## src/rtl/fifo_arb_pkg.sv

```systemverilog
// Shared types and helpers for the FIFO write-port round-robin arbiter.
// The optional burst lock is enabled with the FIFO_ARB_BURST_LOCK_EN macro.
package fifo_arb_pkg;

  localparam int N_REQ_DEF  = 4;
  localparam int DATA_W_DEF = 8;
  localparam int CNT_W_DEF  = 16;

  typedef enum logic [1:0] {
    ARB   = 2'd0,
    STALL = 2'd1,
    LOCK  = 2'd2
  } arb_state_e;

  // Index width for a requester vector; never below one bit.
  function automatic int idx_w(input int n);
    return (n > 1) ? $clog2(n) : 1;
  endfunction

endpackage

```

## src/rtl/fifo_wr_arbiter_rr_pick.sv

```systemverilog
// Rotating-priority encoder: the first asserted request after rr_ptr wins,
// wrapping modulo N. Purely combinational.
module rr_pick #(
  parameter int N     = 4,
  parameter int IDX_W = 2
) (
  input  logic [N-1:0]     req,
  input  logic [IDX_W-1:0] rr_ptr,
  output logic [IDX_W-1:0] sel_idx,
  output logic             sel_vld
);

  logic [IDX_W-1:0] idx;

  // Walk from farthest to nearest so the nearest asserted index is the last write.
  always_comb begin
    sel_idx = '0;
    idx     = '0;
    for (int k = N; k >= 1; k--) begin
      idx = IDX_W'((int'(rr_ptr) + k) % N);
      if (req[idx]) sel_idx = idx;
    end
    sel_vld = |req;
  end

endmodule

```

## src/rtl/fifo_wr_arbiter.sv

```systemverilog
// Round-robin arbiter sharing one FIFO write port between N_REQ producers.
// Define FIFO_ARB_BURST_LOCK_EN to add req_last and multi-beat grant locking.
module fifo_wr_arbiter
  import fifo_arb_pkg::*;
#(
  parameter int N_REQ  = N_REQ_DEF,
  parameter int DATA_W = DATA_W_DEF,
  parameter int CNT_W  = CNT_W_DEF
) (
  input  logic                    clk,
  input  logic                    reset,
  input  logic [N_REQ-1:0]        req,
  input  logic [N_REQ*DATA_W-1:0] req_data,
`ifdef FIFO_ARB_BURST_LOCK_EN
  input  logic [N_REQ-1:0]        req_last,
`endif
  output logic [N_REQ-1:0]        req_ack,
  output logic                    fifo_wr_en,
  output logic [DATA_W-1:0]       fifo_wr_data,
  input  logic                    fifo_wr_ready,
  output logic                    busy,
  output logic [CNT_W-1:0]        xfer_cnt,
  output arb_state_e              dbg_state
);

  // Handshake: a requester raises req with its word and holds both until it
  // sees req_ack; a word is taken when fifo_wr_en is high while fifo_wr_ready is high.

  localparam int IDX_W = idx_w(N_REQ);

  arb_state_e       state_q, state_d;
  logic [IDX_W-1:0] rr_ptr_q, rr_ptr_d;
  logic [IDX_W-1:0] lock_idx_q, lock_idx_d;
  logic [CNT_W-1:0] xfer_cnt_q, xfer_cnt_d;

  logic [IDX_W-1:0] arb_idx, sel_idx;
  logic             arb_vld, sel_vld, fire, last_beat;
  logic [DATA_W-1:0] sel_data;

  rr_pick #(
    .N     (N_REQ),
    .IDX_W (IDX_W)
  ) u_rr_pick (
    .req     (req),
    .rr_ptr  (rr_ptr_q),
    .sel_idx (arb_idx),
    .sel_vld (arb_vld)
  );

  // Outside ARB the grant is pinned to the locked requester; others are ignored.
  always_comb begin
    if (state_q == ARB) begin
      sel_idx = arb_idx;
      sel_vld = arb_vld;
    end else begin
      sel_idx = lock_idx_q;
      sel_vld = req[lock_idx_q];
    end
    fire = sel_vld & fifo_wr_ready;
`ifdef FIFO_ARB_BURST_LOCK_EN
    last_beat = req_last[sel_idx];
`else
    last_beat = 1'b1;
`endif
  end

  always_comb begin
    sel_data = '0;
    for (int i = 0; i < N_REQ; i++) begin
      if (sel_idx == IDX_W'(i)) sel_data = req_data[i*DATA_W +: DATA_W];
    end
  end

  always_comb begin
    state_d    = state_q;
    rr_ptr_d   = rr_ptr_q;
    lock_idx_d = lock_idx_q;
    xfer_cnt_d = xfer_cnt_q;
    if (fire) begin
      xfer_cnt_d = xfer_cnt_q + CNT_W'(1);
      if (last_beat) begin
        state_d  = ARB;
        rr_ptr_d = sel_idx;
      end else begin
        state_d    = LOCK;
        lock_idx_d = sel_idx;
      end
    end else if (state_q == ARB) begin
      if (sel_vld) begin
        state_d    = STALL;
        lock_idx_d = sel_idx;
      end
    end else if (state_q == STALL) begin
      // Requester withdrew its word while stalled: abandon without a write.
      if (!sel_vld) state_d = ARB;
    end
  end

  always_ff @(posedge clk or posedge reset) begin
    if (reset) begin
      state_q    <= ARB;
      rr_ptr_q   <= IDX_W'(N_REQ - 1);
      lock_idx_q <= '0;
      xfer_cnt_q <= '0;
    end else begin
      state_q    <= state_d;
      rr_ptr_q   <= rr_ptr_d;
      lock_idx_q <= lock_idx_d;
      xfer_cnt_q <= xfer_cnt_d;
    end
  end

  // Outputs are combinational for zero-cycle latency, forced idle while reset is high.
  always_comb begin
    req_ack      = '0;
    fifo_wr_en   = 1'b0;
    fifo_wr_data = '0;
    if (!reset) begin
      fifo_wr_en = fire;
      for (int i = 0; i < N_REQ; i++) begin
        req_ack[i] = fire && (sel_idx == IDX_W'(i));
      end
      if (sel_vld) fifo_wr_data = sel_data;
    end
  end

  assign busy      = (state_q != ARB);
  assign xfer_cnt  = xfer_cnt_q;
  assign dbg_state = state_q;

endmodule

```

## config.mk

```make
export PLATFORM = sky130hd
export DESIGN_NAME = fifo_wr_arbiter
export DESIGN_NICKNAME = d
export VERILOG_FILES = /design/src/rtl/fifo_arb_pkg.sv /design/src/rtl/fifo_wr_arbiter_rr_pick.sv /design/src/rtl/fifo_wr_arbiter.sv
export SDC_FILE = /design/constraint.sdc
export NUM_CORES = 1
export LEC_CHECK = 0
export CAP_MARGIN = 20
export CORE_AREA = 5 5 70 72
export CTS_BUF_LIST = sky130_fd_sc_hd__clkbuf_8 sky130_fd_sc_hd__clkbuf_16
export DETAILED_ROUTE_END_ITERATION = 10
export DIE_AREA = 0 0 75 77
export GPL_TIMING_DRIVEN = 0
export PLACE_DENSITY_LB_ADDON = 0.12
export SLEW_MARGIN = 20
export SYNTH_ARGS = -nofsm -noshare
export SYNTH_HDL_FRONTEND = slang
export SYNTH_SLANG_ARGS = --single-unit
export TNS_END_PERCENT = 30
```

## constraint.sdc

```tcl
create_clock -name clk -period 4.93 [get_ports clk]
set_clock_uncertainty 0.2 [all_clocks]
set_input_delay 0.493 -clock clk [delete_from_list [all_inputs] [get_ports clk]]
set_output_delay 0.493 -clock clk [all_outputs]
set_load 0.1 [all_outputs]
```

==> impl_metrics.tcl, run 1 <==
set metrics [dict create \
    initial_core_util_pct 38.4 \
    clock_latency_ps 260 \
    post-route-util_pct 57.3 \
    cp-end-kind "output port" \
    num_rows 24 \
    synth_nets 206 \
    grtUsageTotal_pct 15.9 \
    dr.pass1.iters 4 \
    clock.fmax_mhz 235 \
    required_ps 4240 \
    layout-drive-gt1-share_pct 13.4 \
    met2_length_mm 1.97 \
    slew_viol_final 0 \
    clk_pin_slew_worst_paths_ps 80 \
    cts_buffer_depth 2 \
    vias_per_cell 5.28 \
    numClockSinks 21 \
    gp_congestion 0.714 \
    fp.dieH_um 77 \
    hold_viol 0 \
    areaGrowthSynthToFinish_pct 49.3 \
    portBuffers 69 \
    status "completed" \
    p_sw_share_pct 57.0 \
    fp.dieW_um 75 \
    synth_edf_count 0 \
    numCtsBuffers 3 \
    crit_arrival_ps 3570 \
    p_switching_w 0.000821 \
    min_period_over_period_pct 86.5 \
    drt_iter0_drc 49 \
    pwr-share-clk_pct 7.8 \
    cts_setup_buffers 0 \
    cts-root-buf "clkbuf_8" \
    cts_hold_buf 0 \
    drt_wl_total_mm 4.34 \
    synth_common_cells "19 x dfrtp_1, 17 x mux2i_1, 16 x nor2_1" \
    async_flop_share_pct 100 \
    drc 0 \
    nFillCells 382 \
    grt_pass1_vias 1618 \
    avgSynthCellArea_um2 9.79 \
    fin_setup_tns_ps 0 \
    synthCells 166 \
    synth_cell_types 45 \
    cts_tree "yes" \
    htree_levels 1 \
    die-area_um2 5780 \
    p_comb_share_pct 73.2 \
    syn-cell-area_um2 1630 \
    hp-class "reg2reg" \
    rsz0062_at_grt "false" \
    critPathMaxFanout 9 \
    pwr-share-seq_pct 19.0 \
    synth_top_cell_by_area "dfrtp_1" \
    ir_drop_uv 554 \
    met1_length_mm 1.95 \
    dp_hpwl_mm 3.39 \
    avgRoutedWirePerCell_um 14.9 \
    worstMarginPinSlew_ps 995 \
    synth.top_cell.area_share_pct 29.3 \
    p_int_w 0.000620 \
    place_ws_ps 628 \
    power_density_nw_per_um2 594 \
    insertedDiodeCount 0 \
    min_period_ps 4260 \
    grt_max_degree 25 \
    highest_layer "met4" \
    grt_pass1_wl_mm 7.39 \
    setup_slack_ps 667 \
    setup_viol 0 \
    globalRouteOverflowTotal 0 \
    maxCapViolCount 0 \
    nNetsFinal 280 \
    synth-seq-cells 21 \
    p_leak_nw 1.06 \
    synth_warnings 0 \
    vias 1536 \
    synth_area_leaders "dfrtp_1 29%, mux2i_1 10%, xnor2_1 4.3%" \
    synth.most_common_cell "dfrtp_1" \
    ioPinCount 71 \
    yosysSeqAreaShare_pct 32.5 \
    slew_headroom_pct 33.5 \
    coreArea_um2 4230 \
    cp-start-kind "input pin" \
    route.met3.wl_um 380 \
    drtAntennaViolNets 0 \
    cts_resized 0 \
    antenna_found_initial 0 \
    worstSetupPathType "in2out" \
    synth_top_flop_cell "dfrtp_1" \
    finalPower_w 0.00144 \
]
cells in the final DEF, fill, tap and decap left out, types with 3 or more instances in the layout:
cell / netlist / routed
a21oi_1: 3 / 3
a221oi_1: 7 / 7
and3_1: 7 / 7
and4_1: 6 / 6
buf_6: 5 / 5
clkbuf_8: 1 / 4
clkdlybuf4s50_1: 0 / 69
dfrtp_1: 19 / 19
inv_1: 3 / 3
mux2i_1: 17 / 17
nand2_1: 11 / 11
nand4_1: 6 / 6
nor2_1: 16 / 16
o22ai_1: 9 / 9
xnor2_1: 8 / 8
xor2_1: 7 / 7
sequential cells by signal, summed over array words and instances, names as in the netlist:
name,cells
lock_idx_q,2
dbg_state,1
rr_ptr_q,2
xfer_cnt,16
worst paths after layout:
| check | start | endpoint | slack [ps] | cells after the start |
|---|---|---|---|---|
| worst max-delay path | req[1] | fifo_wr_data[5] | 670 | 8 |
| min in group asynchronous | reset | lock_idx_q[0] | 550 | 2 |
| worst min register to register | xfer_cnt[15] | xfer_cnt[15] | 270 | 1 |
| max in group asynchronous | reset | xfer_cnt[8] | 3420 | 2 |
| worst min-delay path | xfer_cnt[15] | xfer_cnt[15] | 270 | 1 |
| worst max register to register | dbg_state[0] | xfer_cnt[5] | 2820 | 7 |
through the flow:
stage / instances / area, µm² / hold slack [ps]
final: 291 / 2430 / 273
after global routing: 291 / 2430 / 295
after CTS: 291 / 2430 / 275
after detailed placement: 287 / 2380 / 264
after global placement: 287 / 2380 / 256
after floorplan: 166 / 1630 / 284
routing by layer:
| layer | global-route usage [%] | up-vias |
|---|---|---|
| li1 | - | 763 |
| met1 | 20.7 | 718 |
| met2 | 25.0 | 50 |
| met3 | 5.62 | 5 |
| met4 | 3.56 | 0 |
| met5 | 0 | - |
power groups by stage:
stage	logic, W	registers, W	clock network [W]
6_report	0.00106	0.000273	0.000113
4_1_cts	0.00106	0.000274	0.000116
2_1_floorplan	0.000632	0.000465	0
3_3_place_gp	0.00105	0.000278	0
5_1_grt	0.00112	0.000283	0.000121
3_5_place_dp	0.00106	0.000277	0
cells by family (layout without fill, tap and decap cells):
logic type,Yosys count,in the layout,synth area share [%]
AO/OA/AOI/OAI,31,31,17.9
buffers and inverters,15,88,7.23
adder cells (fa/ha/maj),1,1,0.770
AND/OR/NAND/NOR,63,63,21.4
other,1,1,0.231
multiplexers,19,19,11.9
XOR/XNOR,15,15,8.08
flip-flops,21,21,32.5
cell type report:
type	count	area, µm²	area share, %
buffer	11	103	4.23
tap	52	65.1	2.68
inverter	4	15.0	0.619
timing repair buffer	69	691	28.5
clock inverter	1	5.00	0.206
sequential	21	528	21.8
multi-input combinational	130	980	40.4
clock buffer	3	41.3	1.70
worst max-delay path, stage by stage:
cell and delay [ps]:
clkdlybuf4s50_1 490, or2_1 250, a311oi_2 430, nand2_1 160, o32ai_4 290, a221oi_1 180, nor2_1 120, clkdlybuf4s50_1 1140
Note: power is estimated with default switching activity, not from simulation.
==> run 2, diff against run 1 <==
--- a/config.mk
+++ b/config.mk
@@ -11,6 +11,7 @@
 export DETAILED_ROUTE_END_ITERATION = 10
 export DIE_AREA = 0 0 75 77
 export GPL_TIMING_DRIVEN = 0
+export HOLD_SLACK_MARGIN = 0.03
 export PLACE_DENSITY_LB_ADDON = 0.12
 export SLEW_MARGIN = 20
 export SYNTH_ARGS = -nofsm -noshare
==> results of run 2 <==
The final DEF is identical to that of run 1; final timing and power are the same.
==> run 3, diff against run 2 <==
--- a/config.mk
+++ b/config.mk
@@ -6,10 +6,10 @@
 export NUM_CORES = 1
 export LEC_CHECK = 0
 export CAP_MARGIN = 20
-export CORE_AREA = 5 5 70 72
+export CORE_AREA = 3 3 68 70
 export CTS_BUF_LIST = sky130_fd_sc_hd__clkbuf_8 sky130_fd_sc_hd__clkbuf_16
 export DETAILED_ROUTE_END_ITERATION = 10
-export DIE_AREA = 0 0 75 77
+export DIE_AREA = 0 0 71 73
 export GPL_TIMING_DRIVEN = 0
 export HOLD_SLACK_MARGIN = 0.03
 export PLACE_DENSITY_LB_ADDON = 0.12
==> run 3 against run 2 <==
Setup slack lost 65 ps. Critical path depth is the same. Non-clock buffer count is the same. Utilization grew 2.8 points. Combinational power is essentially flat. Worst hold slack lost 9.3 ps. Clock-buffer cell count is the same. Sequential share of layout area is essentially flat. Design area shrank 0.15%. Sequential power is essentially flat. Sequential cell count is the same. Wire length grew 0.67%.
==> impl_metrics.tcl, run 3 (synthesized netlist as in run 1, its figures left out) <==
set metrics [dict create \
    status "completed" \
    instances_no_fill 289 \
    slew_headroom_pct 34.0 \
    post-route-util_pct 60.2 \
    setup_viol 0 \
    grt_max_degree 25 \
    initial_core_util_pct 40.3 \
    cts_resized 0 \
    ioPinCount 71 \
    clk_pin_slew_worst_paths_ps 70 \
    holdWs_ps 263 \
    coreArea_um2 4030 \
    grt_pass1_vias 1556 \
    crit_buf_inv 2 \
    drtAntennaViolNets 0 \
    cts_tree "yes" \
    min_period_ps 4330 \
    p_comb_share_pct 73.2 \
    portBuffers 69 \
    power_density_nw_per_um2 594 \
    antenna_found_initial 0 \
    drc 0 \
    vias 1551 \
    die-area_um2 5180 \
    cp-end-kind "output port" \
    insertedDiodeCount 0 \
    rsz0062_at_grt "false" \
    grt_pass1_wl_mm 7.58 \
    startpoint "req[1]" \
    hp-class "reg2reg" \
    setup.worst_path.end "fifo_wr_data[3]" \
    nNetsFinal 280 \
    num_rows 23 \
    worstMarginPinSlew_ps 986 \
    globalRouteOverflowTotal 0 \
    gp_congestion 0.722 \
    cts_hold_buf 0 \
    hold_viol 0 \
    mostFrequentLayoutCells "69 x clkdlybuf4s50_1, 19 x dfrtp_1, 17 x mux2i_1, 16 x nor2_1, 11 x nand2_1" \
    largest_reg_flops 16 \
    numCtsBuffers 3 \
    p_int_w 0.000619 \
    pwr-share-seq_pct 19.2 \
    p_switching_w 0.000821 \
    dr.pass1.iters 4 \
    slowest_delay_ps 1140 \
    ir_drop_uv 626 \
    p_leak_nw 1.06 \
    fp.dieH_um 73 \
    place_inst 285 \
    drt_wl_total_mm 4.37 \
    fp.dieW_um 71 \
    maxCapViolCount 0 \
    drt_iter0_drc 76 \
    cp-start-kind "input pin" \
    cp_common_cell "clkdlybuf4s50_1" \
    grtUsageTotal_pct 17.9 \
    critPathMaxFanout 9 \
    layout_commonest_cell "clkdlybuf4s50_1" \
    reg2reg_depth 7 \
    areaGrowthSynthToFinish_pct 49.1 \
    vias_per_cell 5.37 \
    pwr-share-clk_pct 7.6 \
    fin_setup_tns_ps 0 \
    clock.fmax_mhz 231 \
    htree_levels 1 \
    cp_slowest_cell "clkdlybuf4s50_1" \
    finalPower_w 0.00144 \
    avgRoutedWirePerCell_um 15.1 \
    min_period_over_period_pct 87.8 \
    layout-drive-gt1-share_pct 13.0 \
    slew_viol_final 0 \
    cts-root-buf "clkbuf_8" \
    required_ps 4240 \
    r2r-start "dbg_state[0]" \
    cp.depth 8 \
    clock_latency_ps 260 \
    p_sw_share_pct 57.0 \
    dp_hpwl_mm 3.27 \
    r2r_end "xfer_cnt[5]" \
    worstPathCellList "clkdlybuf4s50_1 -> or2_1 -> a311oi_2 -> nand2_1 -> o32ai_4 -> a221oi_1 -> nor2_1 -> clkdlybuf4s50_1" \
    crit_arrival_ps 3630 \
    numClockSinks 21 \
    cts_setup_buffers 0 \
    cts_buffer_depth 2 \
    rrSetupSlack_ps 2760 \
    cpLargestDelayFamily "buffers and inverters" \
    worstSetupPathType "in2out" \
]
==> run 3: power by group through the flow <==
| stage | clock network [W] | registers (W) | logic, W |
|---|---|---|---|
| finish | 0.000110 | 0.000276 | 0.00105 |
| global route | 0.000123 | 0.000286 | 0.00111 |
| CTS | 0.000113 | 0.000276 | 0.00106 |
| detailed placement | 0 | 0.000278 | 0.00105 |
| global placement | 0 | 0.000279 | 0.00105 |
| floorplan | 0 | 0.000465 | 0.000632 |
==> run 3: how the worst min path moves through the flow <==
stage                         to         start  cells after the start
floorplan            rr_ptr_q[1]   rr_ptr_q[1]                      2
global placement    xfer_cnt[15]  xfer_cnt[15]                      1
detailed placement  xfer_cnt[15]  xfer_cnt[15]                      1
CTS                 xfer_cnt[15]  xfer_cnt[15]                      1
global route        xfer_cnt[15]  xfer_cnt[15]                      1
finish              xfer_cnt[15]  xfer_cnt[15]                      1
==> run 3: area by class of cell <==
class | instances | area, µm²
Clock inverter | 1 | 3.75
Sequential cell | 21 | 528
Inverter | 4 | 15.0
Clock buffer | 3 | 41.3
Timing Repair Buffer | 69 | 691
Buffer | 11 | 103
Fill cell | 387 | 1610
Tap cell | 50 | 62.6
Multi-Input combinational cell | 130 | 980
==> run 3: metal layers <==
| layer | share of wire, % | track usage [%] | vias up |
|---|---|---|---|
| li1 | - | - | 762 |
| met1 | 45 | 24.1 | 746 |
| met2 | 49 | 30.6 | 41 |
| met3 | 5.4 | 4.41 | 2 |
| met4 | 0.25 | 1.25 | 0 |
| met5 | 0 | 0 | - |
==> run 3: stage by stage <==
step,worst slack (ps),area [µm²]
5_1_grt,403,2420
6_report,602,2420
3_3_place_gp,633,2380
2_1_floorplan,1050,1630
3_5_place_dp,643,2380
4_1_cts,611,2420
==> run 3: worst reg2reg max path: stages, from the launching register on <==
cell and delay (ps):
dfrtp_1 380, buf_6 140, clkinv_1 270, a221oi_2 510, nand2b_1 160, buf_2 180
nor3_1 80, xor2_1 140
